`config.mk`:
```
export PLATFORM = sky130hd
export DESIGN_NAME = led_scan_sequencer
export DESIGN_NICKNAME = d
export VERILOG_FILES = /design/src/rtl/led_scan_sequencer.sv
export SDC_FILE = /design/constraint.sdc
export NUM_CORES = 1
export LEC_CHECK = 0
export ABC_CLOCK_PERIOD_IN_PS = 3300
export CORE_MARGIN = 3
export CORE_UTILIZATION = 45
export CTS_BUF_LIST = sky130_fd_sc_hd__clkbuf_16
export CTS_CLUSTER_SIZE = 20
export DETAILED_ROUTE_END_ITERATION = 6
export PLACE_DENSITY = 0.69
export REMOVE_ABC_BUFFERS = 1
export SETUP_SLACK_MARGIN = 0.02
export SLEW_MARGIN = 20
export SYNTH_ARGS = -nofsm -noshare
export SYNTH_HDL_FRONTEND = slang
export SYNTH_SLANG_ARGS = --single-unit
```
`constraint.sdc`:
```
create_clock -name clk -period 3.3 [get_ports clk]
set_input_delay 0.66 -clock clk [delete_from_list [all_inputs] [get_ports clk]]
set_output_delay 0.66 -clock clk [all_outputs]
set_load 0.01 [all_outputs]
```
`src/rtl/led_scan_sequencer.sv`:
```
// -----------------------------------------------------------------------------
// led_scan_sequencer
//
// Generates the raster/PWM scan for a 64x64 LED panel. One (x, y, frame,
// subframe) coordinate is issued per SHIFT cycle to a pipelined pixel painter.
// pix_valid marks the cycles where the painter's registered rgb24 is valid.
// When a row is fully shifted, the sequencer asks the panel driver to latch it
// with a latch_req/latch_ack handshake. It then advances the row, subframe
// (PWM) and frame (animation) counters.
//
// Row timeline (L = PAINTER_LATENCY):
//   SHIFT x64 -> DRAIN xL -> LATCH (until ack) -> NEXT x1 -> SHIFT | IDLE
//
// Ports
//   clk          in   system clock
//   resetn       in   asynchronous active-low reset
//   enable       in   run request, sampled only in IDLE and NEXT
//   shift_ready  in   row shifter can take a new row, sampled in IDLE and NEXT
//   latch_ack    in   panel driver latched the row (level, sampled in LATCH)
//   x            out  column coordinate to painter (0..63)
//   y            out  row coordinate to painter (0..63)
//   frame        out  animation frame, wraps modulo 2^FRAME_BITS
//   subframe     out  PWM subframe, counts 0..2^SUBFRAME_BITS-2
//   pix_valid    out  painter output valid this cycle
//   latch_req    out  request latch of row row_addr
//   row_addr     out  row being latched, stable while latch_req=1
//   frame_start  out  pulse with the first pixel of row 0, subframe 0
//   busy         out  sequencer is not IDLE
// -----------------------------------------------------------------------------
module led_scan_sequencer #(
  parameter int unsigned FRAME_BITS      = 6,
  parameter int unsigned SUBFRAME_BITS   = 8,
  parameter int unsigned DELAY           = 1,  // sweeps per frame, 1..255
  parameter int unsigned PAINTER_LATENCY = 1   // painter depth, 1..4
) (
  input  logic                     clk,
  input  logic                     resetn,
  input  logic                     enable,
  input  logic                     shift_ready,
  input  logic                     latch_ack,
  output logic [5:0]               x,
  output logic [5:0]               y,
  output logic [FRAME_BITS-1:0]    frame,
  output logic [SUBFRAME_BITS-1:0] subframe,
  output logic                     pix_valid,
  output logic                     latch_req,
  output logic [5:0]               row_addr,
  output logic                     frame_start,
  output logic                     busy
);

  // ---------------------------------------------------------------------------
  // State encoding
  // ---------------------------------------------------------------------------
  localparam logic [2:0] ST_IDLE  = 3'd0;
  localparam logic [2:0] ST_SHIFT = 3'd1;
  localparam logic [2:0] ST_DRAIN = 3'd2;
  localparam logic [2:0] ST_LATCH = 3'd3;
  localparam logic [2:0] ST_NEXT  = 3'd4;

  // Last legal subframe value: the all-ones code is never used, so an 8-bit
  // subframe gives 255 PWM steps.
  localparam logic [SUBFRAME_BITS-1:0] SUB_LAST =
    SUBFRAME_BITS'((1 << SUBFRAME_BITS) - 2);
  localparam logic [7:0] PASS_LAST  = 8'(DELAY - 1);
  localparam logic [1:0] DRAIN_LAST = 2'(PAINTER_LATENCY - 1);

  // ---------------------------------------------------------------------------
  // Registers and their next-state values
  // ---------------------------------------------------------------------------
  logic [2:0]                 state,       state_d;
  logic [5:0]                 x_d,         y_d,        row_addr_d;
  logic [FRAME_BITS-1:0]      frame_d;
  logic [SUBFRAME_BITS-1:0]   subframe_d;
  logic [7:0]                 pass_cnt,    pass_cnt_d;
  logic [1:0]                 drain_cnt,   drain_cnt_d;
  logic                       latch_req_d;
  logic                       frame_start_d;
  logic [PAINTER_LATENCY-1:0] vld_pipe;
  logic                       issue;

  // A coordinate goes to the painter on every SHIFT cycle.
  assign issue = (state == ST_SHIFT);

  // ---------------------------------------------------------------------------
  // Next-state logic
  // ---------------------------------------------------------------------------
  always_comb begin
    // NOTE: every signal gets a default before the case so that no path
    // leaves a value unassigned; otherwise synthesis would infer latches.
    state_d     = state;
    x_d         = x;
    y_d         = y;
    frame_d     = frame;
    subframe_d  = subframe;
    pass_cnt_d  = pass_cnt;
    drain_cnt_d = drain_cnt;
    latch_req_d = latch_req;
    row_addr_d  = row_addr;

    case (state)
      ST_IDLE: begin
        if (enable && shift_ready) begin
          state_d = ST_SHIFT;
        end
      end

      ST_SHIFT: begin
        if (x == 6'd63) begin
          x_d         = 6'd0;
          drain_cnt_d = 2'd0;
          state_d     = ST_DRAIN;
        end else begin
          x_d = x + 6'd1;
        end
      end

      // Wait for the painter pipeline to empty. The last pix_valid of the row
      // is in the final DRAIN cycle.
      ST_DRAIN: begin
        if (drain_cnt == DRAIN_LAST) begin
          state_d     = ST_LATCH;
          latch_req_d = 1'b1;
          row_addr_d  = y;
        end else begin
          drain_cnt_d = drain_cnt + 2'd1;
        end
      end

      // latch_req is registered, so it stays high for at least one cycle
      // even when the ack is already waiting on entry.
      ST_LATCH: begin
        if (latch_ack) begin
          latch_req_d = 1'b0;
          state_d     = ST_NEXT;
        end
      end

      // All counter updates happen together, one cycle after the latch.
      ST_NEXT: begin
        y_d = y + 6'd1;
        if (y == 6'd63) begin
          if (subframe == SUB_LAST) begin
            subframe_d = '0;
            if (pass_cnt == PASS_LAST) begin
              pass_cnt_d = 8'd0;
              frame_d    = frame + FRAME_BITS'(1);
            end else begin
              pass_cnt_d = pass_cnt + 8'd1;
            end
          end else begin
            subframe_d = subframe + SUBFRAME_BITS'(1);
          end
        end
        state_d = (enable && shift_ready) ? ST_SHIFT : ST_IDLE;
      end

      default: begin
        state_d = ST_IDLE;
      end
    endcase

    // Registered pulse that lines up with the first pixel of row 0 in
    // subframe 0. x_d is 0 only on the transition into SHIFT.
    frame_start_d = (state_d == ST_SHIFT) && (x_d == 6'd0) &&
                    (y_d == 6'd0) && (subframe_d == '0);
  end

  // ---------------------------------------------------------------------------
  // State registers
  // ---------------------------------------------------------------------------
  always_ff @(posedge clk or negedge resetn) begin
    // NOTE: every register here is a control or datapath flop with a defined
    // power-up value. Nothing here is a storage array, so all of them go on
    // the asynchronous reset, including the pix_valid delay line.
    if (!resetn) begin
      state       <= ST_IDLE;
      x           <= '0;
      y           <= '0;
      frame       <= '0;
      subframe    <= '0;
      pass_cnt    <= '0;
      drain_cnt   <= '0;
      latch_req   <= 1'b0;
      row_addr    <= '0;
      frame_start <= 1'b0;
      vld_pipe    <= '0;
    end else begin
      // NOTE: non-blocking assignments, so every flop samples the values from
      // before this edge no matter what order the statements are in.
      state       <= state_d;
      x           <= x_d;
      y           <= y_d;
      frame       <= frame_d;
      subframe    <= subframe_d;
      pass_cnt    <= pass_cnt_d;
      drain_cnt   <= drain_cnt_d;
      latch_req   <= latch_req_d;
      row_addr    <= row_addr_d;
      frame_start <= frame_start_d;
      // Delay line modelling the painter depth. Bit 0 holds the issue flag
      // of the previous cycle.
      vld_pipe    <= (vld_pipe << 1) | PAINTER_LATENCY'(issue);
    end
  end

  assign pix_valid = vld_pipe[PAINTER_LATENCY-1];
  assign busy      = (state != ST_IDLE);

endmodule

```
==> impl_metrics.csv <==
group,metric,value,unit
clock_network,root_buffer,"clkbuf_16",
timing,period_share,0.805,
die,die_x,81.2,um
grt,grt_usage,0.170,
logic_synthesis,synth.distinct_cells,51,
logic_synthesis,synth_edf_count,0,
grt,grt_pass1_vias,1771,
die,num_rows,26,
grt,grt_overflow_total,0,
clock_network,postCtsHoldBufs,0,
clock_network,numCtsBuffers,5,
logic_synthesis,synthCells,251,
power,power_leakage,1.33,nW
clock_network,clk_path_buf_depth,2,
grt,grt_pass1_wl,8.56,mm
worst_setup_path,crit_top_cell,"o21ai_0",
cells_and_area,utilization,0.589,
die,initial_core_util,0.480,
timing,relSlewSlack,0.606,
detailed_routing,ant_nets,0,
timing,hold_violations,0,
grt,grt_max_degree,49,
timing,max_freq,0.377,GHz
clock_network,cts_sinks,48,
place,dpl.hpwl,3.53,mm
cells_and_area,fin_nets,301,
logic_synthesis,ys.flop_type,"dfrtp_1",
place,gp_congestion,0.832,
cells_and_area,regArea,0.00120,sq mm
power,peakVddDrop,284,uV
hold_path,hp-class,"input port to async pin",
logic_synthesis,yosys_warnings,0,
logic_synthesis,yosysSeqAreaShare,0.472,
power,p_total,0.00116,W
power,pwr-share-clk,0.481,
timing,finalSetupViolations,0,
die,io_pins,41,
detailed_routing,via_per_inst,5.39,
cells_and_area,drive_above_1_share,0.0900,
timing,fin_crit,2660,ps
clock_network,insertion_delay,290,ps
clock_network,postCtsSetupRepairBufs,0,
cells_and_area,finalNonFillerCells,359,
timing,rsz0062_at_grt,"no",
place,dp.cells,351,
clock_network,cts_max_level,2,
logic_synthesis,avgSynthCellArea,10.1,sq um
timing,fin_tns_setup,0,ps
timing,tightest_slew,591,ps
worst_setup_path,rrSetupSlack,640,ps
worst_setup_path,cp_max_fo,11,
cells_and_area,multiInputGateArea,0.00122,sq mm
worst_setup_path,cp_top_family,"simple AND/OR/NAND/NOR gates",
cells_and_area,n_antenna_cell,0,
grt,antenna_found_initial,0,
worst_setup_path,crit_chain,"ha_1, nor4bb_4, nand3_1, or3_1, o21ai_0, o21ai_0, nor4bb_1",
die,die_h,81.2,um
clock_network,cts_resized,0,
worst_setup_path,max_stage_delay,500,ps
worst_setup_path,critPathRequiredTime,3490,ps
power,p_sw_frac,0.189,
detailed_routing,drc,0,
detailed_routing,drt_first_pass_iters,4,
clock_network,cts_tree,"done",
power,p_sw,0.000220,W
power,p_per_area,373,mW/mm^2
logic_synthesis,synthArstFlopShare,1.00,
cells_and_area,areaGrowthSynthToFinish,22.6,%
worst_setup_path,crit_slowest_cell,"or3_1",
timing,clock_skew,6.49,ps
worst_setup_path,cp.arrival,2840,ps
run,drv_cap,0,
detailed_routing,drt-initial-drc-count,172,
logic_synthesis,ys_ff_latch,48,
power,power_frac_comb,0.014,
worst_setup_path,startpoint_type,"register",
worst_setup_path,critPathKind,"register to register",
logic_synthesis,syn_area,0.00255,sq mm
power,internal-power,0.000945,W
clock_network,cts.clk_slew.worst_paths,60,ps
detailed_routing,routed_wl,5.02,mm
run_status,run_status,"complete, no violations",
power,pwr-share-seq,0.505,
timing,slew_violations,0,
detailed_routing,wl_per_cell,14.0,um
place,io_buffers,40,
worst_setup_path,crit_buf_inv,0,
die,core,0.00530,sq mm
die,dieArea,0.00660,sq mm
worst_setup_path,cp-end-kind,"register",
cells_and_area,fill_cells,447,
detailed_routing,vias,1934,
## cells in the final DEF, fill, tap and decap left out, types with 5 or more instances in the layout
| cell type | n |
|---|---|
| and3_1 | 6 |
| nor2_1 | 12 |
| clkdlybuf4s50_1 | 39 |
| mux2_2 | 8 |
| inv_1 | 8 |
| xor2_1 | 9 |
| nand2_1 | 31 |
| a21oi_1 | 8 |
| o21ai_0 | 17 |
| nand4_1 | 7 |
| dfrtp_1 | 48 |
| nand3_1 | 10 |
| ha_1 | 8 |
| xnor2_1 | 13 |
| or3_1 | 6 |
| clkbuf_16 | 5 |
## through the flow
step / cell area [sq um] / setup slack (ps) / hold WS [ps]
CTS: 3120 / 658 / 473
finish: 3120 / 644 / 460
floorplan: 2460 / 984 / 364
global placement: 2960 / 807 / 460
global route: 3120 / 402 / 492
detailed placement: 2960 / 688 / 460
## routing by layer
metal  wire (um)  GRT usage  share of wire  vias to the layer above
li1            -          -              -                      970
met1        2580      0.241           0.51                      911
met2        2160      0.250           0.43                       47
met3         200     0.0432          0.040                        6
met4          76     0.0608          0.015                        0
met5           0          0              0                        -
## synthesized netlist by cell type (4+ instances only)
| cell | n | area (sq um) |
|---|---|---|
| and3_1 | 6 | 37.5 |
| mux2_2 | 8 | 90.1 |
| o31ai_1 | 4 | 30.0 |
| buf_6 | 4 | 45.0 |
| nor3_1 | 4 | 20.0 |
| ha_1 | 8 | 100 |
| dfrtp_1 | 48 | 1200 |
| nand4_1 | 7 | 43.8 |
| nand2_1 | 31 | 116 |
| xnor2_1 | 13 | 114 |
| or3_1 | 6 | 37.5 |
| xor2_1 | 9 | 78.8 |
| a21oi_1 | 8 | 40.0 |
| o21ai_0 | 17 | 85.1 |
| clkbuf_1 | 4 | 15.0 |
| nand3_1 | 10 | 50.1 |
| nor2_1 | 12 | 45.0 |
| inv_1 | 8 | 30.0 |
## path summary, 6_finish.rpt
kind | start | endpoint | cells after the start
setup / recovery | y[0]$_DFF_PN0_ | frame_start$_DFF_PN0_ | 7
hold / removal | resetn | frame[0]$_DFFE_PN0P_ | 2
setup reg to reg | y[0]$_DFF_PN0_ | frame_start$_DFF_PN0_ | 7
hold reg to reg | pass_cnt[7]$_DFFE_PN0P_ | pass_cnt[7]$_DFFE_PN0P_ | 1
max in group asynchronous | resetn | row_addr[4]$_DFFE_PN0P_ | 2
min in group clk | pass_cnt[7]$_DFFE_PN0P_ | pass_cnt[7]$_DFFE_PN0P_ | 1
## area by class of cell
type                            instances  share of cell area
Clock buffer                            5              0.0401
Clock inverter                          3              0.0120
Inverter                                9              0.0124
Multi-Input combinational cell        182               0.391
Sequential cell                        48               0.385
Tap cell                               70              0.0280
Timing Repair Buffer                   42               0.131
## power groups by stage
stage | Sequential [W] | Clock [W] | Combinational [W]
3_3_place_gp | 0.000599 | 0 | 0.0000176
5_1_grt | 0.000588 | 0.000599 | 0.0000193
3_5_place_dp | 0.000599 | 0 | 0.0000178
2_1_floorplan | 0.000599 | 0 | 0.000000473
4_1_cts | 0.000588 | 0.000573 | 0.0000178
6_report | 0.000588 | 0.000560 | 0.0000164
## sequential cells by signal (all words and copies together) (netlist names)
signal       cells
x                6
subframe         8
latch_req        1
pass_cnt         8
frame            6
drain_cnt        2
row_addr         6
pix_valid        1
state            3
frame_start      1
y                6
## cells by family after synthesis
kind of cell               synth area share
DFF                                   0.472
adders and majority gates            0.0393
xor gates and xnor gates             0.0756
buffers and inverters                0.0486
AOI/OAI and AO/OA                     0.115
and+or+nand+nor                       0.210
muxes                                0.0393
Power figures use the tool's default switching activity.
